## src/rtl/cam_pkg.sv

```systemverilog
// Shared types and constants for the camera capture stage: FSM states,
// default frame geometry, buffer address width and the luma helper.
package cam_pkg;

  typedef enum logic [1:0] {
    IDLE,
    ARM,
    SYNC,
    CAPTURE
  } cap_state_t;

  localparam int ADDR_W       = 15;
  localparam int DEF_H_PIXELS = 160;
  localparam int DEF_V_LINES  = 120;

  localparam int LUMA_R = 77;
  localparam int LUMA_G = 150;
  localparam int LUMA_B = 29;

  // RGB565 -> 8-bit luma; weights sum to 256 so the 16-bit sum cannot overflow
  function automatic logic [7:0] rgb565_to_y(input logic [7:0] hi, input logic [7:0] lo);
    logic [7:0]  r8;
    logic [7:0]  g8;
    logic [7:0]  b8;
    logic [15:0] sum;
    r8  = {hi[7:3], hi[7:5]};
    g8  = {hi[2:0], lo[7:5], hi[2:1]};
    b8  = {lo[4:0], lo[4:2]};
    sum = 16'(LUMA_R) * {8'd0, r8} + 16'(LUMA_G) * {8'd0, g8} + 16'(LUMA_B) * {8'd0, b8};
    return sum[15:8];
  endfunction

endpackage

```

## src/rtl/cam_bus_sync.sv

```systemverilog
// Brings the camera bus into the i_clk domain through one shared 2-flop chain
// and derives pclk rising-edge events plus vsync/href edge strobes.
module cam_bus_sync (
  input  logic       i_clk,
  input  logic       i_Reset_n,
  input  logic       i_Cam_Pclk,
  input  logic       i_Cam_Vsync,
  input  logic       i_Cam_Href,
  input  logic [7:0] i_Cam_Data,
  output logic       pclk_event,
  output logic       vsync_rise,
  output logic       vsync_fall,
  output logic       href,
  output logic       href_fall,
  output logic [7:0] data
);

  localparam int BUS_W = 11;

  logic [BUS_W-1:0] bus_in;
  logic [BUS_W-1:0] sync1_reg;
  logic [BUS_W-1:0] sync2_reg;
  logic             pclk_prev_reg;
  logic             vsync_prev_reg;
  logic             href_prev_reg;

  assign bus_in = {i_Cam_Pclk, i_Cam_Vsync, i_Cam_Href, i_Cam_Data};

  // Every bit sees the same two stages, so data stays aligned with pclk/href
  genvar gi;
  generate
    for (gi = 0; gi < BUS_W; gi++) begin : g_sync
      always_ff @(posedge i_clk) begin
        if (!i_Reset_n) begin
          sync1_reg[gi] <= 1'b0;
          sync2_reg[gi] <= 1'b0;
        end else begin
          sync1_reg[gi] <= bus_in[gi];
          sync2_reg[gi] <= sync1_reg[gi];
        end
      end
    end
  endgenerate

  always_ff @(posedge i_clk) begin
    if (!i_Reset_n) begin
      pclk_prev_reg  <= 1'b0;
      vsync_prev_reg <= 1'b0;
      href_prev_reg  <= 1'b0;
    end else begin
      pclk_prev_reg  <= sync2_reg[10];
      vsync_prev_reg <= sync2_reg[9];
      href_prev_reg  <= sync2_reg[8];
    end
  end

  assign pclk_event = sync2_reg[10] & ~pclk_prev_reg;
  assign vsync_rise = sync2_reg[9] & ~vsync_prev_reg;
  assign vsync_fall = ~sync2_reg[9] & vsync_prev_reg;
  assign href       = sync2_reg[8];
  assign href_fall  = ~sync2_reg[8] & href_prev_reg;
  assign data       = sync2_reg[7:0];

endmodule

```

## src/rtl/cam_capture_rgb.sv

```systemverilog
// Camera capture: packs RGB565 byte pairs into 8-bit pixels and writes one
// frame into the frame buffer. Define GRAYSCALE_EN for luma output (+1 cycle).
module cam_capture_rgb
  import cam_pkg::*;
#(
  parameter int H_PIXELS = DEF_H_PIXELS,
  parameter int V_LINES  = DEF_V_LINES
) (
  input  logic              i_clk,
  input  logic              i_Reset_n,
  input  logic              i_Start,
  input  logic              i_Continuous,
  input  logic              i_Cam_Pclk,
  input  logic              i_Cam_Vsync,
  input  logic              i_Cam_Href,
  input  logic [7:0]        i_Cam_Data,
  output logic [7:0]        o_Data,
  output logic [ADDR_W-1:0] o_Write_Adress,
  output logic              o_Enable_Write,
  output logic              o_Busy,
  output logic              o_Frame_Done,
  output logic              o_Frame_Error
);

  localparam int FRAME_PIXELS = H_PIXELS * V_LINES;
  localparam int COL_W        = $clog2(H_PIXELS + 1);
  localparam int ROW_W        = $clog2(V_LINES + 1);
  localparam logic [ADDR_W-1:0] LAST_ADDR = ADDR_W'(FRAME_PIXELS - 1);

  logic       pclk_event;
  logic       vsync_rise;
  logic       vsync_fall;
  logic       cam_href;
  logic       href_fall;
  logic [7:0] cam_data;

  cam_bus_sync u_sync (
    .i_clk      (i_clk),
    .i_Reset_n  (i_Reset_n),
    .i_Cam_Pclk (i_Cam_Pclk),
    .i_Cam_Vsync(i_Cam_Vsync),
    .i_Cam_Href (i_Cam_Href),
    .i_Cam_Data (i_Cam_Data),
    .pclk_event (pclk_event),
    .vsync_rise (vsync_rise),
    .vsync_fall (vsync_fall),
    .href       (cam_href),
    .href_fall  (href_fall),
    .data       (cam_data)
  );

  cap_state_t        state_reg, state_next;
  logic              accept_start;
  logic              start_frame;
  logic              end_frame;

  logic              phase_reg;
  logic [7:0]        hi_reg;
  logic [COL_W-1:0]  col_reg;
  logic [ROW_W-1:0]  row_reg;
  logic [ADDR_W-1:0] addr_reg;
  logic              full_reg;
  logic              overflow_reg;
  logic              wr_en_reg;
  logic [7:0]        data_reg;
  logic              done_reg;
  logic              err_reg;

  logic              capturing;
  logic              byte_event;
  logic              pixel_event;
  logic              in_window;
  logic              write_req;
  logic              frame_short;
  logic              stage_valid;
  logic [7:0]        stage_pixel;

  always_ff @(posedge i_clk) begin
    if (!i_Reset_n) state_reg <= IDLE;
    else            state_reg <= state_next;
  end

  always_comb begin
    state_next   = state_reg;
    accept_start = 1'b0;
    start_frame  = 1'b0;
    end_frame    = 1'b0;
    case (state_reg)
      IDLE: begin
        if (i_Start) begin
          accept_start = 1'b1;
          state_next   = ARM;
        end
      end
      ARM: begin
        if (vsync_rise) state_next = SYNC;
      end
      SYNC: begin
        if (vsync_fall) begin
          start_frame = 1'b1;
          state_next  = CAPTURE;
        end
      end
      CAPTURE: begin
        if (vsync_rise) begin
          end_frame  = 1'b1;
          state_next = i_Continuous ? SYNC : IDLE;
        end
      end
      default: state_next = IDLE;
    endcase
  end

  assign capturing   = (state_reg == CAPTURE);
  assign byte_event  = capturing && pclk_event && cam_href;
  assign pixel_event = byte_event && phase_reg;
  assign in_window   = (col_reg < COL_W'(H_PIXELS)) && (row_reg < ROW_W'(V_LINES));
  assign write_req   = pixel_event && in_window && !full_reg;

  // Byte phase and line/row position; a dangling odd byte dies with href
  always_ff @(posedge i_clk) begin
    if (!i_Reset_n) begin
      phase_reg <= 1'b0;
      hi_reg    <= 8'd0;
      col_reg   <= '0;
      row_reg   <= '0;
    end else begin
      if (!cam_href)       phase_reg <= 1'b0;
      else if (byte_event) phase_reg <= ~phase_reg;

      if (byte_event && !phase_reg) hi_reg <= cam_data;

      if (start_frame) begin
        col_reg <= '0;
        row_reg <= '0;
      end else if (capturing && href_fall) begin
        col_reg <= '0;
        if (row_reg < ROW_W'(V_LINES)) row_reg <= row_reg + 1'b1;
      end else if (pixel_event && (col_reg < COL_W'(H_PIXELS))) begin
        col_reg <= col_reg + 1'b1;
      end
    end
  end

`ifdef GRAYSCALE_EN
  logic       pend_reg;
  logic [7:0] pend_hi_reg;
  logic [7:0] pend_lo_reg;

  always_ff @(posedge i_clk) begin
    if (!i_Reset_n) begin
      pend_reg    <= 1'b0;
      pend_hi_reg <= 8'd0;
      pend_lo_reg <= 8'd0;
    end else begin
      pend_reg <= write_req;
      if (write_req) begin
        pend_hi_reg <= hi_reg;
        pend_lo_reg <= cam_data;
      end
    end
  end

  assign stage_valid = pend_reg;
  assign stage_pixel = rgb565_to_y(pend_hi_reg, pend_lo_reg);
`else
  logic unused_color_bits;

  assign stage_valid       = write_req;
  assign stage_pixel       = {hi_reg[7:5], hi_reg[2:0], cam_data[4:3]};
  assign unused_color_bits = ^{hi_reg[4:3], cam_data[7:5], cam_data[2:0]};
`endif

  // A strobe still in flight on the closing edge counts toward the frame
  assign frame_short = !(full_reg || (wr_en_reg && (addr_reg == LAST_ADDR)));

  always_ff @(posedge i_clk) begin
    if (!i_Reset_n) begin
      wr_en_reg    <= 1'b0;
      data_reg     <= 8'd0;
      addr_reg     <= '0;
      full_reg     <= 1'b0;
      overflow_reg <= 1'b0;
      done_reg     <= 1'b0;
      err_reg      <= 1'b0;
    end else begin
      wr_en_reg <= stage_valid;
      if (stage_valid) data_reg <= stage_pixel;

      if (start_frame) begin
        addr_reg     <= '0;
        full_reg     <= 1'b0;
        overflow_reg <= 1'b0;
      end else begin
        if (wr_en_reg) begin
          if (addr_reg == LAST_ADDR) full_reg <= 1'b1;
          else                       addr_reg <= addr_reg + 1'b1;
        end
        if (pixel_event && in_window && full_reg) overflow_reg <= 1'b1;
      end

      done_reg <= end_frame;
      if (accept_start)   err_reg <= 1'b0;
      else if (end_frame) err_reg <= frame_short || overflow_reg;
    end
  end

  assign o_Data         = data_reg;
  assign o_Write_Adress = addr_reg;
  assign o_Enable_Write = wr_en_reg;
  assign o_Busy         = (state_reg != IDLE);
  assign o_Frame_Done   = done_reg;
  assign o_Frame_Error  = err_reg;

endmodule
```

## config.mk

```make
export PLATFORM = sky130hd
export DESIGN_NAME = cam_capture_rgb
export DESIGN_NICKNAME = d
export VERILOG_FILES = /design/src/rtl/cam_pkg.sv /design/src/rtl/cam_bus_sync.sv /design/src/rtl/cam_capture_rgb.sv
export SDC_FILE = /design/constraint.sdc
export NUM_CORES = 1
export LEC_CHECK = 0
export CAP_MARGIN = 20
export CORE_MARGIN = 2
export CORE_UTILIZATION = 53
export DETAILED_ROUTE_END_ITERATION = 7
export DONT_BUFFER_PORTS = 1
export PLACE_DENSITY = 0.65
export SYNTH_ARGS = -nofsm -noshare
export SYNTH_HDL_FRONTEND = slang
export SYNTH_SLANG_ARGS = --single-unit
```

## constraint.sdc

```tcl
create_clock -name i_clk -period 4.22 [get_ports i_clk]
set_clock_uncertainty 0.05 [all_clocks]
set_input_delay 0.633 -clock i_clk [delete_from_list [all_inputs] [get_ports i_clk]]
set_output_delay 0.633 -clock i_clk [all_outputs]
set_load 0.005 [all_outputs]
```

# [Word-level counts from Yosys, hierarchy flattened]
# Cells that the tools add are included.
# W data, S select, Z words.
[classes] n_reduce_logical=26 magnitude_cmp=2 n_addsub=3 n_bitwise=11 n_mux=12 n_eq_ne=8
[op_table] cell="$add A15 B1 Y15 const B" n=1
[op_table] cell="$eq A15 B15 Y1 const B" n=1
[op_table] cell="$logic_and A1 B1 Y1" n=11
[op_table] cell="$mux W2" n=5
[op_table] cell="$add A8 B1 Y8 const B" n=1
[op_table] cell="$lt A8 B8 Y1 const B" n=1
[op_table] cell="$pmux W2 S4" n=1
[op_table] cell="$reduce_and A2 Y1" n=4
[op_table] cell="$add A7 B1 Y7 const B" n=1
[op_table] cell="$lt A7 B7 Y1 const B" n=1
[op_table] cell="$not A1 Y1" n=7
[op_table] cell="$mux W1" n=6
[op_table] cell="$ne A2 B1 Y1 const B" n=3
[op_table] cell="$and A1 B1 Y1" n=4
[op_table] cell="$eq A2 B2 Y1 const B" n=2
[op_table] cell="$reduce_and A4 Y1" n=1
[op_table] cell="$reduce_or A2 Y1" n=2
[op_table] cell="$logic_not A1 Y1" n=3
[op_table] cell="$reduce_or A3 Y1" n=1
[op_table] cell="$eq A2 B1 Y1 const B" n=1
[op_table] cell="$logic_not A2 Y1" n=1
[op_table] cell="$logic_or A1 B1 Y1" n=2
[op_table] cell="$ne A2 B2 Y1 const B" n=1
[op_table] cell="$reduce_bool A2 Y1" n=1
[word_totals] reg_bits=79 wordCells=99 inputBits=15

# [Depth between registers and ports, before layout]
[logic_depth] depth_word=7 ltp_mapped=6

# [Cells and area by module]
# Synthesis repeated with hierarchy kept, for this count alone.
[unflattened] cells_unflattened=339 hier_area_um2=3119.2
[by_module_without_submodules] mod="cam_capture_rgb" cells_per_inst=275 n_inst=1 area_per_inst_um2=2331.0
[by_module_without_submodules] mod="cam_bus_sync" cells_per_inst=64 n_inst=1 area_per_inst_um2=788.3

# [Worst setup path after synthesis]
# OpenSTA, ideal clock, no wires.
[synth_path] kind="input-to-reg" start="in i_Reset_n" end="reg addr_reg[6], in the netlist o_Write_Adress[6]" t_arrival_ps=1597 path_buffers=1 path_stages=4 t_required_ps=4101 path_slack_ps=2504 path_cell_list="clkbuf_1 o21ai_0 or4_1 o21ai_1"
[synth_between] elab_chain_cells=2
[synth_lines] item="start: declaration" line_no="cam_capture_rgb.sv:10" source="input logic i_Reset_n,"
[synth_lines] item="$not A1 Y1 (no line)"
[synth_lines] item="$reduce_or A2 Y1 (no line)"
[synth_lines] item="end signal: assignment" line_no="cam_capture_rgb.sv:197" source="else addr_reg <= addr_reg + 1'b1;"
[synth_lines] item="end: declaration" line_no="cam_capture_rgb.sv:61" source="logic [ADDR_W-1:0] addr_reg;"
# Every way passes these cells.
# A chain may end at the register's enable or synchronous reset.

# [Worst setup path in the final report]
[layout_path] start="reg state_reg[0]" end="reg data_reg[3], in the netlist o_Data[3]"
[layout_between] elab_chain_cells=6
[layout_lines] item="start: declaration" line_no="cam_capture_rgb.sv:52" source="cap_state_t state_reg, state_next;"
[layout_lines] item="start signal: assignment" line_no="cam_capture_rgb.sv:80" source="else state_reg <= state_next;"
[layout_lines] item="$eq A2 B2 Y1" line_no="cam_capture_rgb.sv:114" source="assign capturing = (state_reg == CAPTURE);"
[layout_lines] item="$logic_and A1 B1 Y1 (2 in a row)" line_no="cam_capture_rgb.sv:115" source="assign byte_event = capturing && pclk_event && cam_href;"
[layout_lines] item="$logic_and A1 B1 Y1" line_no="cam_capture_rgb.sv:116" source="assign pixel_event = byte_event && phase_reg;"
[layout_lines] item="$logic_and A1 B1 Y1 (2 in a row)" line_no="cam_capture_rgb.sv:118" source="assign write_req = pixel_event && in_window && !full_reg;"
[layout_lines] item="end signal: assignment" line_no="cam_capture_rgb.sv:188" source="if (stage_valid) data_reg <= stage_pixel;"
[layout_lines] item="end: declaration" line_no="cam_capture_rgb.sv:65" source="logic [7:0] data_reg;"
# Every way passes these cells.

==> flow_summary.toml <==
[outcome]
status = "finished, final reports clean"

[logic_synthesis]
netlist_instances = 311
synth_top_family_by_area = "simple AND/OR/NAND/NOR gates"
synth_compound_area_frac = 0.0955
synthDominantCellAreaShare = 0.518
netlist_area_sq_um = 2970
synth.yosys.seq_area_share = 0.518
syn_nets = 329
yosys.area.top_type = "dfxtp_1"
synthMuxAreaShare = 0.0471
synthTopCellsByArea = "dfxtp_1, and2_1, mux2i_1"
yosysWarnings = 0
synthArstFlopShare = 0
ys_seq_elements = 77
synth_edf_count = 0
synth_flop_cell = "dfxtp_1"
synth.distinct_cells = 42
yosys.area_share.simple = 0.272
avgSynthCellArea_sq_um = 9.56
synth_fa_ha_area_frac = 0.0126
synth_xor_area_frac = 0.0236

[routing]
drc_errors = 0
vias_per_cell = 5.48
highest_layer = "met4"
detailroute.wirelength.met2_um = 2320
wl_per_cell_um = 13.4
vias = 2111
firstDrtPassIters = 6
wl_met3_um = 364
drt_iter0_drc = 153
met1_length_um = 2380
wirelength_um = 5170
final_antenna_net_count = 0

[cts]
cts-root-buf = "clkbuf_8"
cts_max_path_buffers = 2
holdBufCountCts = 0
ctsResizeCount = 0
post_cts_buffers = 0
cts_sinks = 77
worstSkewPairLatency_ns = 0.34
cts_made_buffers = 9
htreeDepth = 3
cts.reportedPaths.clkPinSlew_ns = 0.08
cts_tree = "built"

[place]
io_buffers = 0
dp_hpwl_um = 3430
place_congestion = 0.774
postPlaceCellArea_sq_um = 3010

[job]
cap_violations = 0

[worst_setup_path]
end_kind = "register"
required_ns = 4.44
path_max_fanout = 12
path_cells = "and4b_4 > nand4_4 > nor3b_2 > mux2i_1"
crit_path_top_delay_cell = "nor3b_2"
start_kind = "register"
path_class = "register to register"
critPathTopFamily = "simple AND/OR/NAND/NOR gates"
worst_path_largest_cell_delay_ns = 0.73
worst_ep_arrival_time_ns = 2.28
path_buf_inv = 0

[sta]
finalCriticalPeriod_ns = 2.06
setup_viol = 0
finalCritPeriodShare = 0.488
worst_pin_slew_ns = 0.846
drv_slew = 0
max_freq_mhz = 486
fin_tns_setup_ns = 0
rsz0062_at_grt = "false"
finalHoldViolCount = 0
slew_headroom = 0.434

[cells_and_area]
nFillCells = 497
diodes = 0
largest_reg_flops = 15
final_common_cell = "dfxtp_1"
area_delta_synth_final_pct = 7.32
final_cell_area_sq_um = 3190
mostFrequentLayoutCells = "dfxtp_1, nand2_1, and2_1"
nets = 327
drive_above_1_share = 0.0799

[die]
core_area_sq_um = 5470
initial_utilization = 0.543
num_rows = 27
fp.dieArea_sq_um = 6230
io_pins = 42
die_w_um = 78.9
die_y_um = 78.9

[power]
p_leak_nw = 1.12
finalPower_mw = 1.27
power.density_nw_per_um2 = 399
ir_drop_mv = 0.264

[grt]
grt_pass1_vias = 1957
grt_max_degree = 46
grt_pass1_wl_um = 8690
grt_overflow = 0
grt_util_all_layers = 0.179
antenna_found_initial = 0

[worst_hold_path]
hold_path_class = "input pin to register"
-- power by group --
| group | internal (mW) | total [mW] | switching (mW) |
|---|---|---|---|
| registers | 0.738 | 0.743 | 0.00549 |
| clock network | 0.257 | 0.509 | 0.251 |
| logic | 0.00893 | 0.0208 | 0.0118 |
-- per-layer routing --
| metal | global-route usage | vias up |
|---|---|---|
| li1 | - | 1081 |
| met1 | 0.219 | 961 |
| met2 | 0.277 | 58 |
| met3 | 0.0614 | 11 |
| met4 | 0.0983 | 0 |
| met5 | 0 | - |
-- cell type report --
type / count / area, sq um / share of cell area
repair buffers: 1 / 7.51 / 0.00235
clock inverters: 3 / 20.0 / 0.00627
flip-flops and latches: 77 / 1540 / 0.483
multi-input cells: 214 / 1350 / 0.421
inverters: 6 / 22.5 / 0.00706
clock buffers: 12 / 165 / 0.0517
well taps: 72 / 90.1 / 0.0282
-- final timing paths --
| kind | startpoint | endpoint | slack (ns) | depth (start not counted) |
|---|---|---|---|---|
| setup / recovery | state_reg[0] | o_Data[3] | 2.16 | 4 |
| hold / removal | i_Reset_n | u_sync.pclk_prev_reg | 0.36 | 1 |
| setup reg to reg | state_reg[0] | o_Data[3] | 2.16 | 4 |
| hold reg to reg | u_sync.sync1_reg[9] | u_sync.sync2_reg[9] | 0.38 | 1 |
-- cells by family after synthesis --
logic type,count (synthesis)
simple gates,142
flops,77
compound gates,47
buf+inv,20
mux,14
xor+xnor,8
fa+ha+maj,3
-- stage by stage --
stage / hold WS (ns) / setup slack, ns / cells / util
final: 0.359 / 2.16 / 385 / 0.583
after global routing: 0.347 / 1.93 / 385 / 0.583
after CTS: 0.346 / 2.14 / 385 / 0.583
after detailed placement: 0.367 / 2.14 / 370 / 0.549
after global placement: 0.364 / 2.21 / 370 / 0.549
after floorplan: 0.362 / 2.50 / 311 / -
-- cells in the mapped netlist, types with 2 or more instances --
cell type / count
xnor2_1: 2
o21ai_0: 10
and4_1: 2
nor3_1: 4
inv_1: 6
dfxtp_1: 77
nand3_1: 11
buf_2: 2
and3_1: 5
ha_1: 3
o31ai_1: 2
or3_1: 14
mux2i_1: 14
xor2_1: 6
a31oi_1: 4
o21ai_1: 6
nand2_1: 30
and4bb_2: 2
buf_6: 2
nand4_1: 8
nor2_1: 23
a21oi_1: 19
or4_1: 3
clkbuf_1: 10
and2_1: 29
-- worst reg2reg max path, delay by kind of cell (launching register included) --
family / cells / cell delay, ns
AND/OR/NAND/NOR: 3 / 1.23
flip-flops: 1 / 0.47
multiplexers: 1 / 0.25
(Power assumes the default switching activity.)
